[src/rtl/quat_sync_sink_if.sv]
`default_nettype none
// ============================================================================
// quat_sync_sink_if : quaternary link rails plus the decoded valid/ready bus
// Revision: 1.0
// ============================================================================
interface quat_sync_sink_if;
  logic [3:0] quat_in;
  logic       quat_comp;
  logic [1:0] out_data;
  logic       out_valid;
  logic       out_ready;

  modport master (
    output quat_in,
    output out_ready,
    input  quat_comp,
    input  out_data,
    input  out_valid
  );

  modport slave (
    input  quat_in,
    input  out_ready,
    output quat_comp,
    output out_data,
    output out_valid
  );
endinterface
`default_nettype wire

[src/rtl/quat_sync_sink.sv]
`default_nettype none
// ============================================================================
// quat_sync_sink : 1-of-4 NCL wavefront receiver with completion and FWFT FIFO
// Revision: 1.0
// ============================================================================
module quat_sync_sink #(
  parameter int DEPTH  = 4,
  parameter int STABLE = 2,
  parameter int CNT_W  = 16
) (
  input  wire logic                    clk,
  input  wire logic                    init_n,
  quat_sync_sink_if.slave              lnk,
  output logic [$clog2(DEPTH):0]       fifo_level,
  output logic                         err_illegal,
  output logic [CNT_W-1:0]             wave_cnt
);
  localparam int AW = $clog2(DEPTH);
  localparam int SW = $clog2(STABLE + 1);
  localparam logic [SW-1:0] C_STABLE_CNT = SW'(STABLE);
  localparam logic [AW:0]   C_FULL_LVL   = (AW + 1)'(DEPTH);

  typedef enum logic [0:0] {
    WAIT_DATA = 1'b0,
    WAIT_NULL = 1'b1
  } state_t;

  state_t        r_state;
  logic          r_comp;
  logic [3:0]    r_sync1;
  logic [3:0]    r_sync2;
  logic [3:0]    r_prev;
  logic [SW-1:0] r_stab_cnt;
  logic [1:0]    r_mem [DEPTH];
  logic [AW-1:0] r_wptr;
  logic [AW-1:0] r_rptr;
  logic [AW:0]   r_level;

  logic          w_stable;
  logic          w_zero;
  logic          w_onehot;
  logic          w_full;
  logic          w_deq;
  logic          w_enq;
  logic [1:0]    w_code;

  // r_prev is the pattern under observation; r_stab_cnt counts how long it has held
  always_ff @(posedge clk or negedge init_n) begin
    if (!init_n) begin
      r_sync1    <= 4'd0;
      r_sync2    <= 4'd0;
      r_prev     <= 4'd0;
      r_stab_cnt <= '0;
    end else begin
      r_sync1 <= lnk.quat_in;
      r_sync2 <= r_sync1;
      if (r_sync2 != r_prev) begin
        r_prev     <= r_sync2;
        r_stab_cnt <= SW'(1);
      end else if (r_stab_cnt != C_STABLE_CNT) begin
        r_stab_cnt <= r_stab_cnt + 1'b1;
      end
    end
  end

  always_comb begin
    w_code = 2'd0;
    case (r_prev)
      4'b0010: w_code = 2'd1;
      4'b0100: w_code = 2'd2;
      4'b1000: w_code = 2'd3;
      default: w_code = 2'd0;
    endcase
  end

  assign w_stable = (r_stab_cnt == C_STABLE_CNT);
  assign w_zero   = (r_prev == 4'd0);
  assign w_onehot = $onehot(r_prev);
  assign w_full   = (r_level == C_FULL_LVL);
  assign w_deq    = (r_level != '0) && lnk.out_ready;
  // A full FIFO still accepts when the head leaves in the same cycle
  assign w_enq    = (r_state == WAIT_DATA) && w_stable && w_onehot && (!w_full || w_deq);

  always_ff @(posedge clk or negedge init_n) begin
    if (!init_n) begin
      r_state     <= WAIT_DATA;
      r_comp      <= 1'b0;
      err_illegal <= 1'b0;
      wave_cnt    <= '0;
    end else begin
      case (r_state)
        WAIT_DATA: begin
          if (w_enq) begin
            r_state  <= WAIT_NULL;
            r_comp   <= 1'b1;
            wave_cnt <= wave_cnt + 1'b1;
          end else if (w_stable && !w_zero && !w_onehot) begin
            // Drop the illegal wavefront but keep the handshake moving
            r_state     <= WAIT_NULL;
            r_comp      <= 1'b1;
            err_illegal <= 1'b1;
          end
        end
        WAIT_NULL: begin
          if (w_stable && w_zero) begin
            r_state <= WAIT_DATA;
            r_comp  <= 1'b0;
          end
        end
        default: begin
          r_state <= WAIT_DATA;
          r_comp  <= 1'b0;
        end
      endcase
    end
  end

  always_ff @(posedge clk or negedge init_n) begin
    if (!init_n) begin
      for (int i = 0; i < DEPTH; i++) begin
        r_mem[i] <= 2'd0;
      end
      r_wptr  <= '0;
      r_rptr  <= '0;
      r_level <= '0;
    end else begin
      if (w_enq) begin
        r_mem[r_wptr] <= w_code;
        r_wptr        <= r_wptr + 1'b1;
      end
      if (w_deq) begin
        r_rptr <= r_rptr + 1'b1;
      end
      case ({w_enq, w_deq})
        2'b10:   r_level <= r_level + 1'b1;
        2'b01:   r_level <= r_level - 1'b1;
        default: r_level <= r_level;
      endcase
    end
  end

  assign lnk.quat_comp = r_comp;
  assign lnk.out_data  = r_mem[r_rptr];
  assign lnk.out_valid = (r_level != '0);
  assign fifo_level    = r_level;
endmodule
`default_nettype wire

[src/flat_wrapper.sv]
// flat-port wrapper written by rule: the top's interface ports become plain ports
module quat_sync_sink_flat 
#(
  parameter int DEPTH  = 4,
  parameter int STABLE = 2,
  parameter int CNT_W  = 16
)
  (clk, init_n, fifo_level, err_illegal, wave_cnt, lnk_quat_in, lnk_out_ready, lnk_quat_comp, lnk_out_data, lnk_out_valid);
  quat_sync_sink_if lnk_i ();
  input  wire logic clk;
  input  wire logic init_n;
  output logic [$clog2(DEPTH):0] fifo_level;
  output logic err_illegal;
  output logic [CNT_W-1:0] wave_cnt;
  input wire logic [$bits(lnk_i.quat_in)-1:0] lnk_quat_in;
  input wire logic [$bits(lnk_i.out_ready)-1:0] lnk_out_ready;
  output wire logic [$bits(lnk_i.quat_comp)-1:0] lnk_quat_comp;
  output wire logic [$bits(lnk_i.out_data)-1:0] lnk_out_data;
  output wire logic [$bits(lnk_i.out_valid)-1:0] lnk_out_valid;
  assign lnk_i.quat_in = lnk_quat_in;
  assign lnk_i.out_ready = lnk_out_ready;
  assign lnk_quat_comp = lnk_i.quat_comp;
  assign lnk_out_data = lnk_i.out_data;
  assign lnk_out_valid = lnk_i.out_valid;
  quat_sync_sink #(.DEPTH(DEPTH), .STABLE(STABLE), .CNT_W(CNT_W)) u_core (.clk(clk), .init_n(init_n), .lnk(lnk_i), .fifo_level(fifo_level), .err_illegal(err_illegal), .wave_cnt(wave_cnt));
endmodule
[config.mk]
export PLATFORM = sky130hd
export DESIGN_NAME = quat_sync_sink_flat
export DESIGN_NICKNAME = d
export VERILOG_FILES = /design/src/rtl/quat_sync_sink_if.sv /design/src/rtl/quat_sync_sink.sv /design/src/flat_wrapper.sv
export SDC_FILE = /design/constraint.sdc
export NUM_CORES = 1
export LEC_CHECK = 0
export CORE_MARGIN = 2
export CORE_UTILIZATION = 55
export DETAILED_ROUTE_END_ITERATION = 7
export PLACE_DENSITY = 0.88
export RECOVER_POWER = 100
export SETUP_SLACK_MARGIN = 0.1
export SYNTH_ARGS = -nofsm -noshare
export SYNTH_HDL_FRONTEND = slang
export SYNTH_SLANG_ARGS = --single-unit
[constraint.sdc]
create_clock -name clk -period 6.2 [get_ports clk]
set_clock_uncertainty 0.1 [all_clocks]
set_input_delay 1.24 -clock clk [delete_from_list [all_inputs] [get_ports clk]]
set_output_delay 1.24 -clock clk [all_outputs]
set_load 0.05 [all_outputs]
==> results.py, run 1 <==
metrics = {
    "critical_path": {
        "setup.worst_path.start_class": "flip-flop",
        "path_cells": "inv_1, ha_1, ha_1, fa_1, or3b_1, nor3_1, nand2_1, mux2_2",
        "critical_path_class": "reg2reg",
        "rr_worst_depth": 8,
        "path_common_cell": "ha_1",
        "critPathCaptureType": "flip-flop",
        "crit_required_ns": 6.28,
        "cp.depth": 8,
        "cp.arrival_ns": 3.90,
        "path_max_fanout": 12,
        "critPathSlowestCell": "nor3_1",
        "crit_family": "simple AND/OR/NAND/NOR gates",
        "crit_path_start": "u_core.r_prev[2]",
        "cp_num_buf_inv": 1,
        "slowest_delay_ns": 1.03,
        "crit-reg2reg-launch": "u_core.r_prev[2]",
    },
    "placed_design": {
        "dp.cells": 265,
        "numPortBuffers": 30,
        "hpwlAfterDp_um": 2940,
        "place.gp.congestion": 0.795,
        "place_ws_ns": 2.57,
    },
    "detailed_routing": {
        "viasPerCell": 5.56,
        "wl_per_cell_um": 14.7,
        "vias": 1517,
        "routed.top_layer": "met4",
        "met1_length_um": 1720,
        "met2_length_um": 2070,
        "met3WireLength_um": 147,
        "wl_um": 4020,
        "first_pass_iters": 4,
        "drc": 0,
        "antenna_left": 0,
        "dr.first_iter.drc_count": 144,
    },
    "finish": {
        "diodes": 0,
        "syn_to_final_growth_pct": 18.0,
        "register_area_sq_um": 1200,
        "layout_common_cells": "48 x dfrtp_1, 29 x dlygate4sd3_1, 18 x nand2_1, 14 x xnor2_1, 14 x ha_1",
        "multi_input_area_sq_um": 1030,
        "stdcell_count": 273,
        "nets": 245,
        "drive_gt1_frac": 0.0987,
        "num-fill-cells": 309,
        "final_common_cell": "dfrtp_1",
    },
    "synthesis": {
        "yosysTopAreaCell": "dfrtp_1",
        "synth_seq_area_share": 0.518,
        "synth_edf_count": 0,
        "ys_ff_latch": 48,
        "syn_area_sq_um": 2320,
        "netlist_top_cells_area": "dfrtp_1 52%, ha_1 7.6%, xnor2_1 5.3%",
        "syn_avg_cell_area_sq_um": 12.0,
        "synthesis.nets": 216,
        "synth.distinct_cells": 42,
        "async_reset_ff_frac": 1.00,
        "synthDominantCellAreaShare": 0.518,
        "ys_warn_count": 0,
        "ys.flop_type": "dfrtp_1",
        "synthCells": 193,
    },
    "cts": {
        "clk_latency_ns": 0.30,
        "cts_hold_buf": 0,
        "post_cts_resized": 0,
        "clk_pin_slew_worst_paths_ns": 0.08,
        "numCtsBuffers": 5,
        "cts_setup_buffers": 0,
        "cts_buffer_depth": 2,
        "cts_root_buf": "clkbuf_8",
        "clkSinkCount": 48,
        "cts_tree": "done",
        "htreeDepth": 2,
    },
    "global_route": {
        "antenna_found_initial": 0,
        "grt_pass1_vias": 1454,
        "grt_pass1_wl_um": 6680,
        "grt-ovfl-total": 0,
        "grt_use_total": 0.196,
        "grt_max_degree": 49,
    },
    "timing": {
        "setup_slack_ns": 2.38,
        "rsz0062_at_grt": "no",
        "min_period_ns": 3.82,
        "relSlewSlack": -0.615,
        "hold_violations": 0,
        "fin_tns_setup_ns": 0,
        "max_freq_mhz": 262,
        "drv_slew": 49,
        "setup_viol": 0,
        "finalCritPeriodShare": 0.616,
        "worst_pin_slew_ns": 2.42,
    },
    "pwr": {
        "powerDensity_nw_per_um2": 278,
        "ir_drop_uv": 171,
        "p_leak_nw": 1.32,
    },
    "floorplanning": {
        "core_area_sq_um": 4030,
        "die_h_um": 68.9,
        "num_rows": 23,
        "io_pins": 31,
        "die_x_um": 68.9,
        "start_util": 0.576,
        "die-area_sq_um": 4750,
    },
    "min_path": {
        "hp-class": "reg2reg",
        "hold_start": "u_core.r_sync1[1]",
        "whs_path_depth": 0,
    },
    "status": {
        "run_status": "finished, violations left",
        "violations": "capacitance limit, slew limit",
    },
    "job": {
        "cap_violations": 1,
    },
}
[path summary, 6_finish.rpt]
check | slack, ns | endpoint
min | 0.25 | u_core.r_sync2[1]
min in group asynchronous | 1.57 | u_core.r_sync1[1]
max in group asynchronous | 3.05 | u_core.r_mem[6]
min reg2reg | 0.25 | u_core.r_sync2[1]
max reg2reg | 2.38 | u_core.r_mem[0]
max | 2.38 | u_core.r_mem[0]
[through the flow]
| stage | util | hold slack, ns | power (W) | area, sq um |
|---|---|---|---|---|
| 2_1_floorplan | - | 0.231 | 0.000485 | 2320 |
| 3_3_place_gp | 0.654 | 0.233 | 0.000533 | 2640 |
| 3_5_place_dp | 0.654 | 0.235 | 0.000539 | 2640 |
| 4_1_cts | 0.684 | 0.255 | 0.000775 | 2760 |
| 5_1_grt | 0.679 | 0.267 | 0.000799 | 2740 |
| 6_report | 0.679 | 0.252 | 0.000762 | 2740 |
[Yosys cell counts (3+ instances only)]
master    number
o21ai_0        4
nand2_1       18
and3_1         3
nand4_1        6
xor2_1        10
xnor2_1       14
dfrtp_1       48
clkbuf_1       6
a31oi_1        3
ha_1          14
mux2_2         9
inv_1          8
nor2_1         6
nand3_1        6
[routing by layer]
metal,track usage,up-vias
li1,-,731
met1,0.237,748
met2,0.328,30
met3,0.0568,8
met4,0.0833,0
met5,0,-
[cell type report]
type                    instances  area share
clock inverters                 2      0.0142
repair buffers                 30       0.107
multi-input cells             129       0.375
flip-flops and latches         48       0.439
clock buffers                   6      0.0302
inverters                       8      0.0110
well taps                      50      0.0229
[kinds of logic after synthesis]
group                    count (synthesis)  synth area share
multiplexers                            11            0.0631
adder cells (fa/ha/maj)                 16            0.0928
flip-flops                              48             0.518
buffers and inverters                   16            0.0307
XOR/XNOR                                24            0.0906
AND/OR/NAND/NOR                         60             0.150
AO/OA/AOI/OAI                           18            0.0545
[registers in the layout, indices dropped and copies added (netlist names)]
name / cells
u_core.r_stab_cnt: 2
u_core.r_sync2: 4
u_core.r_state: 1
u_core.lnk.quat_comp: 1
u_core.r_prev: 4
u_core.r_rptr: 2
u_core.r_mem: 8
u_core.r_sync1: 4
u_core.r_wptr: 2
u_core.err_illegal: 1
u_core.fifo_level: 3
u_core.wave_cnt: 16
[report_power, final]
part / switching (W) / internal (W)
combinational: 0.000101 / 0.0000608
clock: 0.000105 / 0.000132
sequential: 0.0000291 / 0.000335
total: 0.000235 / 0.000527
(Power assumes the default switching activity.)
==> run 2, diff against run 1 <==
CORE_UTILIZATION = 49   (was 55)
PLACE_DENSITY = 0.83   (was 0.88)
clock period = 3.4 ns   (was 6.2 ns; I/O delays follow)
==> run 2 against run 1 <==
Net effect:
- clock power rose by 48%
- first-iteration DRC count is 40% lower
- routed wire length up 2.6%
- largest cell class unchanged
- the run still ends with capacitance limit, slew limit left
- design area rose by 1.9%
- critical path type unchanged
- worst hold slack about the same
- sequential power grew 84%
==> results.py, run 2 (synthesized netlist as in run 1, its figures left out) <==
metrics = {
    "status": {
        "run_status": "finished, violations left",
        "violations": "capacitance limit, slew limit",
    },
    "cts": {
        "clk_pin_slew_worst_paths_ns": 0.08,
        "numCtsBuffers": 5,
        "clkSinkCount": 48,
        "cts_tree": "done",
        "cts_root_buf": "clkbuf_8",
        "htreeDepth": 2,
        "cts_buffer_depth": 2,
        "cts_hold_buf": 0,
        "clk_latency_ns": 0.30,
    },
    "pwr": {
        "pwr-share-clk": 0.263,
        "switching_share": 0.324,
        "ir_drop_uv": 293,
        "power_switching_w": 0.000430,
        "powerDensity_nw_per_um2": 476,
        "intPower_w": 0.000897,
        "finalPower_w": 0.00133,
        "p_seq_frac": 0.503,
        "p_leak_nw": 1.32,
        "combPwrFrac": 0.233,
    },
    "critical_path": {
        "critPathCaptureType": "flip-flop",
        "cp.arrival_ns": 3.34,
        "r2r_setup_slack_ns": 0.19,
        "crit_required_ns": 3.53,
        "setup.worst_path.start_class": "flip-flop",
        "slowest_delay_ns": 0.61,
        "path_cells": "inv_1, ha_1, ha_1, fa_1, or3b_4, clkbuf_1, or4b_4, nor2_1, xor2_1",
        "critPathSlowestCell": "or4b_4",
        "path_common_cell": "ha_1",
        "critical_path_class": "reg2reg",
        "path_max_fanout": 9,
    },
    "placed_design": {
        "place.gp.congestion": 0.791,
        "numPortBuffers": 30,
        "hpwlAfterDp_um": 2810,
        "place_area_sq_um": 2670,
    },
    "finish": {
        "drive_gt1_frac": 0.140,
        "largest_reg_flops": 16,
        "syn_to_final_growth_pct": 20.2,
        "multi_input_area_sq_um": 1060,
        "postLayoutCoreUtil": 0.602,
        "num-fill-cells": 395,
        "regMostFlops": "u_core.wave_cnt",
        "register_area_sq_um": 1200,
        "reg_top3": "u_core.wave_cnt (16), u_core.r_mem (8)",
        "nets": 251,
        "layout_common_cells": "48 x dfrtp_1, 26 x dlygate4sd3_1, 18 x nand2_1, 14 x xnor2_1, 14 x ha_1",
        "final_common_cell": "dfrtp_1",
        "final_cell_area_sq_um": 2790,
        "diodes": 0,
    },
    "detailed_routing": {
        "viasPerCell": 5.33,
        "wl_per_cell_um": 14.6,
        "first_pass_iters": 4,
        "vias": 1507,
        "wl_um": 4120,
        "antenna_left": 0,
        "dr.first_iter.drc_count": 87,
        "drc": 0,
    },
    "floorplanning": {
        "start_util": 0.501,
        "die_h_um": 72.8,
        "io_pins": 31,
        "core_area_sq_um": 4630,
        "num_rows": 25,
        "die_x_um": 72.8,
        "die-area_sq_um": 5300,
    },
    "global_route": {
        "grtUsageMet1": 0.210,
        "met3_usage": 0.0414,
        "antenna_found_initial": 0,
        "grt-ovfl-total": 0,
        "grt_use_total": 0.166,
        "grt-busiest-layer": "met2",
        "grt_pass1_wl_um": 6740,
        "grt_use_met2": 0.283,
        "grt_pass1_vias": 1511,
        "grt_max_degree": 49,
    },
    "timing": {
        "relSlewSlack": -0.637,
        "fin_tns_setup_ns": 0,
        "finalCritPeriodShare": 0.945,
        "max_freq_mhz": 311,
        "hold_violations": 0,
        "drv_slew": 49,
        "whs_ns": 0.252,
        "setup_viol": 0,
        "min_period_ns": 3.21,
        "worst_pin_slew_ns": 2.46,
        "rsz0062_at_grt": "no",
    },
    "job": {
        "cap_violations": 1,
    },
    "min_path": {
        "hp-class": "reg2reg",
    },
}
run 2: cell types whose count changed in the layout (fill, tap and decap cells not counted), moves of 2 or more:
cell | before | now
nor3_1 | 3 | 1
clkbuf_1 | 1 | 3
clkdlybuf4s50_1 | 0 | 3
dlygate4sd3_1 | 29 | 26
buf_4 | 0 | 4
nor3_2 | 0 | 2
run 2: final cells by class:
class | instances | share of cell area
Timing Repair Buffer | 36 | 0.120
Multi-Input combinational cell | 129 | 0.380
Clock buffer | 7 | 0.0310
Sequential cell | 48 | 0.431
Tap cell | 54 | 0.0242
Clock inverter | 1 | 0.00269
Inverter | 8 | 0.0108
run 2: power groups by stage:
stage | Clock (W) | Combinational [W] | Sequential [W]
after floorplan | 0 | 0.000165 | 0.000720
after global placement | 0 | 0.000301 | 0.000677
after detailed placement | 0 | 0.000308 | 0.000678
after CTS | 0.000361 | 0.000309 | 0.000667
after global routing | 0.000387 | 0.000335 | 0.000674
final | 0.000350 | 0.000309 | 0.000668
run 2: path summary, 6_finish.rpt:
check / start / end / cells past startpoint
max in group asynchronous: init_n / u_core.r_sync1[1] / 1
min in group asynchronous: init_n / u_core.err_illegal / 1
worst min-delay path: u_core.r_sync1[1] / u_core.r_sync2[1] / 0
worst max-delay path: u_core.r_prev[2] / u_core.wave_cnt[8] / 9
worst min register to register: u_core.r_sync1[1] / u_core.r_sync2[1] / 0
worst max register to register: u_core.r_prev[2] / u_core.wave_cnt[8] / 9
run 2: per-stage QoR:
step,std cells,setup slack (ns)
finish,283,0.187
global route,283,0.0215
CTS,280,0.205
detailed placement,272,0.227
global placement,272,0.309
floorplan,193,0.130
run 2: what timing repair did:
| item | in CTS | in global routing |
|---|---|---|
| endpoints found under the setup margin | 0 | 1 |
| resized for setup | 0 | 3 |
| setup buffers | 0 | 3 |
run 2: critical path: cells and delay by family (launching register included):
kind	cells	cell delay, ns
simple gates	3	1.18
fa+ha+maj	3	1.00
flops	1	0.41
buf+inv	2	0.31
xor+xnor	1	0.15
run 2: routing by layer:
metal	vias up	wire [um]
met5	-	0
met4	0	45
met3	5	143
met2	28	2080
met1	735	1850
li1	739	-
==> run 3, diff against run 2 <==
CORE_UTILIZATION = 32   (was 49)
HOLD_SLACK_MARGIN = 0.02   (was unset)
PLACE_DENSITY = 0.61   (was 0.83)
==> run 3 against run 2 <==
Net effect:
- the run still ends with capacitance limit, slew limit left
- via count down 0.80%
- flip-flop and latch count did not move
- worst hold slack about the same
==> results.py, run 3 (synthesized netlist as in run 1, its figures left out) <==
metrics = {
    "status": {
        "run_status": "finished, violations left",
        "violations": "capacitance limit, slew limit",
    },
    "finish": {
        "multi_input_area_sq_um": 1040,
        "postLayoutCoreUtil": 0.395,
        "layout_common_cells": "48 x dfrtp_1, 29 x dlygate4sd3_1, 18 x nand2_1, 14 x xnor2_1, 14 x ha_1",
        "syn_to_final_growth_pct": 21.6,
        "largest_reg_flops": 16,
        "register_area_sq_um": 1200,
        "num-fill-cells": 730,
        "reg_top3": "u_core.wave_cnt (16), u_core.r_mem (8)",
        "regMostFlops": "u_core.wave_cnt",
        "diodes": 0,
        "nets": 250,
        "final_common_cell": "dfrtp_1",
        "drive_gt1_frac": 0.123,
    },
    "cts": {
        "cts_root_buf": "clkbuf_8",
        "clk_latency_ns": 0.30,
        "cts_hold_buf": 0,
        "cts_tree": "done",
        "htreeDepth": 2,
        "numCtsBuffers": 5,
        "cts_buffer_depth": 2,
        "clk_pin_slew_worst_paths_ns": 0.09,
        "clkSinkCount": 48,
    },
    "timing": {
        "setup_viol": 0,
        "min_period_ns": 3.16,
        "relSlewSlack": -0.694,
        "worst_pin_slew_ns": 2.54,
        "hold_violations": 0,
        "drv_slew": 49,
        "fin_tns_setup_ns": 0,
        "finalCritPeriodShare": 0.929,
        "rsz0062_at_grt": "no",
        "max_freq_mhz": 317,
    },
    "critical_path": {
        "path_cells": "inv_1, ha_1, ha_1, fa_1, or3b_1, nor2_1, nor2_1, fa_2, nand2b_1, o31a_1, o211ai_1",
        "critPathSlowestCell": "fa_1",
        "crit_required_ns": 3.52,
        "cp-endpoint": "u_core.fifo_level[2]",
        "r2r_setup_slack_ns": 0.24,
        "crit-reg2reg-launch": "u_core.r_prev[2]",
        "crit_path_start": "u_core.r_prev[2]",
        "r2r-end": "u_core.fifo_level[2]",
        "slowest_delay_ns": 0.44,
        "critPathCaptureType": "flip-flop",
        "critical_path_class": "reg2reg",
        "rr_worst_depth": 11,
        "cp.arrival_ns": 3.28,
        "path_max_fanout": 4,
        "setup.worst_path.start_class": "flip-flop",
    },
    "pwr": {
        "combPwrFrac": 0.226,
        "powerDensity_nw_per_um2": 465,
        "p_seq_frac": 0.505,
        "intPower_w": 0.000890,
        "ir_drop_uv": 139,
        "pwr-share-clk": 0.269,
        "power_switching_w": 0.000422,
        "switching_share": 0.322,
        "p_leak_nw": 1.32,
    },
    "min_path": {
        "hp-class": "reg2reg",
    },
    "global_route": {
        "antenna_found_initial": 0,
        "grt_pass1_vias": 1432,
        "grt_pass1_wl_um": 6640,
        "grt_use_total": 0.106,
        "grt-ovfl-total": 0,
        "grt_max_degree": 49,
    },
    "detailed_routing": {
        "vias": 1495,
        "first_pass_iters": 4,
        "antenna_left": 0,
        "viasPerCell": 4.57,
        "drc": 0,
        "wl_per_cell_um": 12.3,
        "dr.first_iter.drc_count": 68,
        "wl_um": 4010,
    },
    "floorplanning": {
        "die_h_um": 89.1,
        "start_util": 0.325,
        "io_pins": 31,
        "die_x_um": 89.1,
        "num_rows": 31,
        "die-area_sq_um": 7950,
        "core_area_sq_um": 7140,
    },
    "placed_design": {
        "hpwlAfterDp_um": 2860,
        "numPortBuffers": 30,
        "place.gp.congestion": 0.723,
    },
    "job": {
        "cap_violations": 1,
    },
}
[run 3: cell type report]
type,instances,area share
Sequential cell,48,0.426
Multi-Input combinational cell,129,0.370
Timing Repair Buffer,35,0.116
Tap cell,99,0.0439
Clock buffer,7,0.0306
Inverter,8,0.0106
Clock inverter,1,0.00266
[run 3: how the worst min path moves through the flow]
stage                              to               from  cells past startpoint  slack (ns)
floorplan           u_core.r_sync2[0]  u_core.r_sync1[0]                      0        0.23
global placement    u_core.r_sync2[0]  u_core.r_sync1[0]                      0        0.23
detailed placement  u_core.r_sync2[1]  u_core.r_sync1[1]                      0        0.23
CTS                 u_core.r_sync2[1]  u_core.r_sync1[1]                      0        0.25
global route        u_core.r_sync2[1]  u_core.r_sync1[1]                      0        0.26
finish              u_core.r_sync2[3]  u_core.r_sync1[3]                      0        0.25
[run 3: stage by stage]
step / hold slack (ns) / area, sq um / total power [W] / setup WS [ns] / std cells
finish: 0.252 / 2820 / 0.00131 / 0.243 / 327
global route: 0.260 / 2820 / 0.00138 / 0.0796 / 327
CTS: 0.254 / 2820 / 0.00134 / 0.187 / 325
detailed placement: 0.235 / 2720 / 0.000985 / 0.204 / 317
global placement: 0.233 / 2720 / 0.000980 / 0.291 / 317
floorplan: 0.231 / 2320 / 0.000884 / 0.130 / 193
[run 3: power groups by stage]
stage / registers (W) / clock network (W) / logic, W
6_report: 0.000663 / 0.000353 / 0.000296
5_1_grt: 0.000673 / 0.000387 / 0.000321
4_1_cts: 0.000665 / 0.000366 / 0.000309
3_5_place_dp: 0.000677 / 0 / 0.000308
3_3_place_gp: 0.000676 / 0 / 0.000305
2_1_floorplan: 0.000720 / 0 / 0.000165
[run 3: critical path, delay by kind of cell, from the launching register on]
| kind | cells | cell delay, ns |
|---|---|---|
| AND/OR/NAND/NOR | 4 | 0.81 |
| adder cells (fa/ha/maj) | 4 | 1.29 |
| buffers and inverters | 1 | 0.07 |
| flip-flops | 1 | 0.40 |
| AO/OA/AOI/OAI | 2 | 0.41 |
[run 3: metal layers]
metal	track usage	wire length, um
met5	0	0
met4	0.0366	7
met3	0.0314	175
met2	0.162	1880
met1	0.145	1950
[run 3: timing repair]
item | CTS | global route
resized for setup | 0 | 1
endpoints found under the setup margin | 0 | 1
setup buffers | 0 | 2
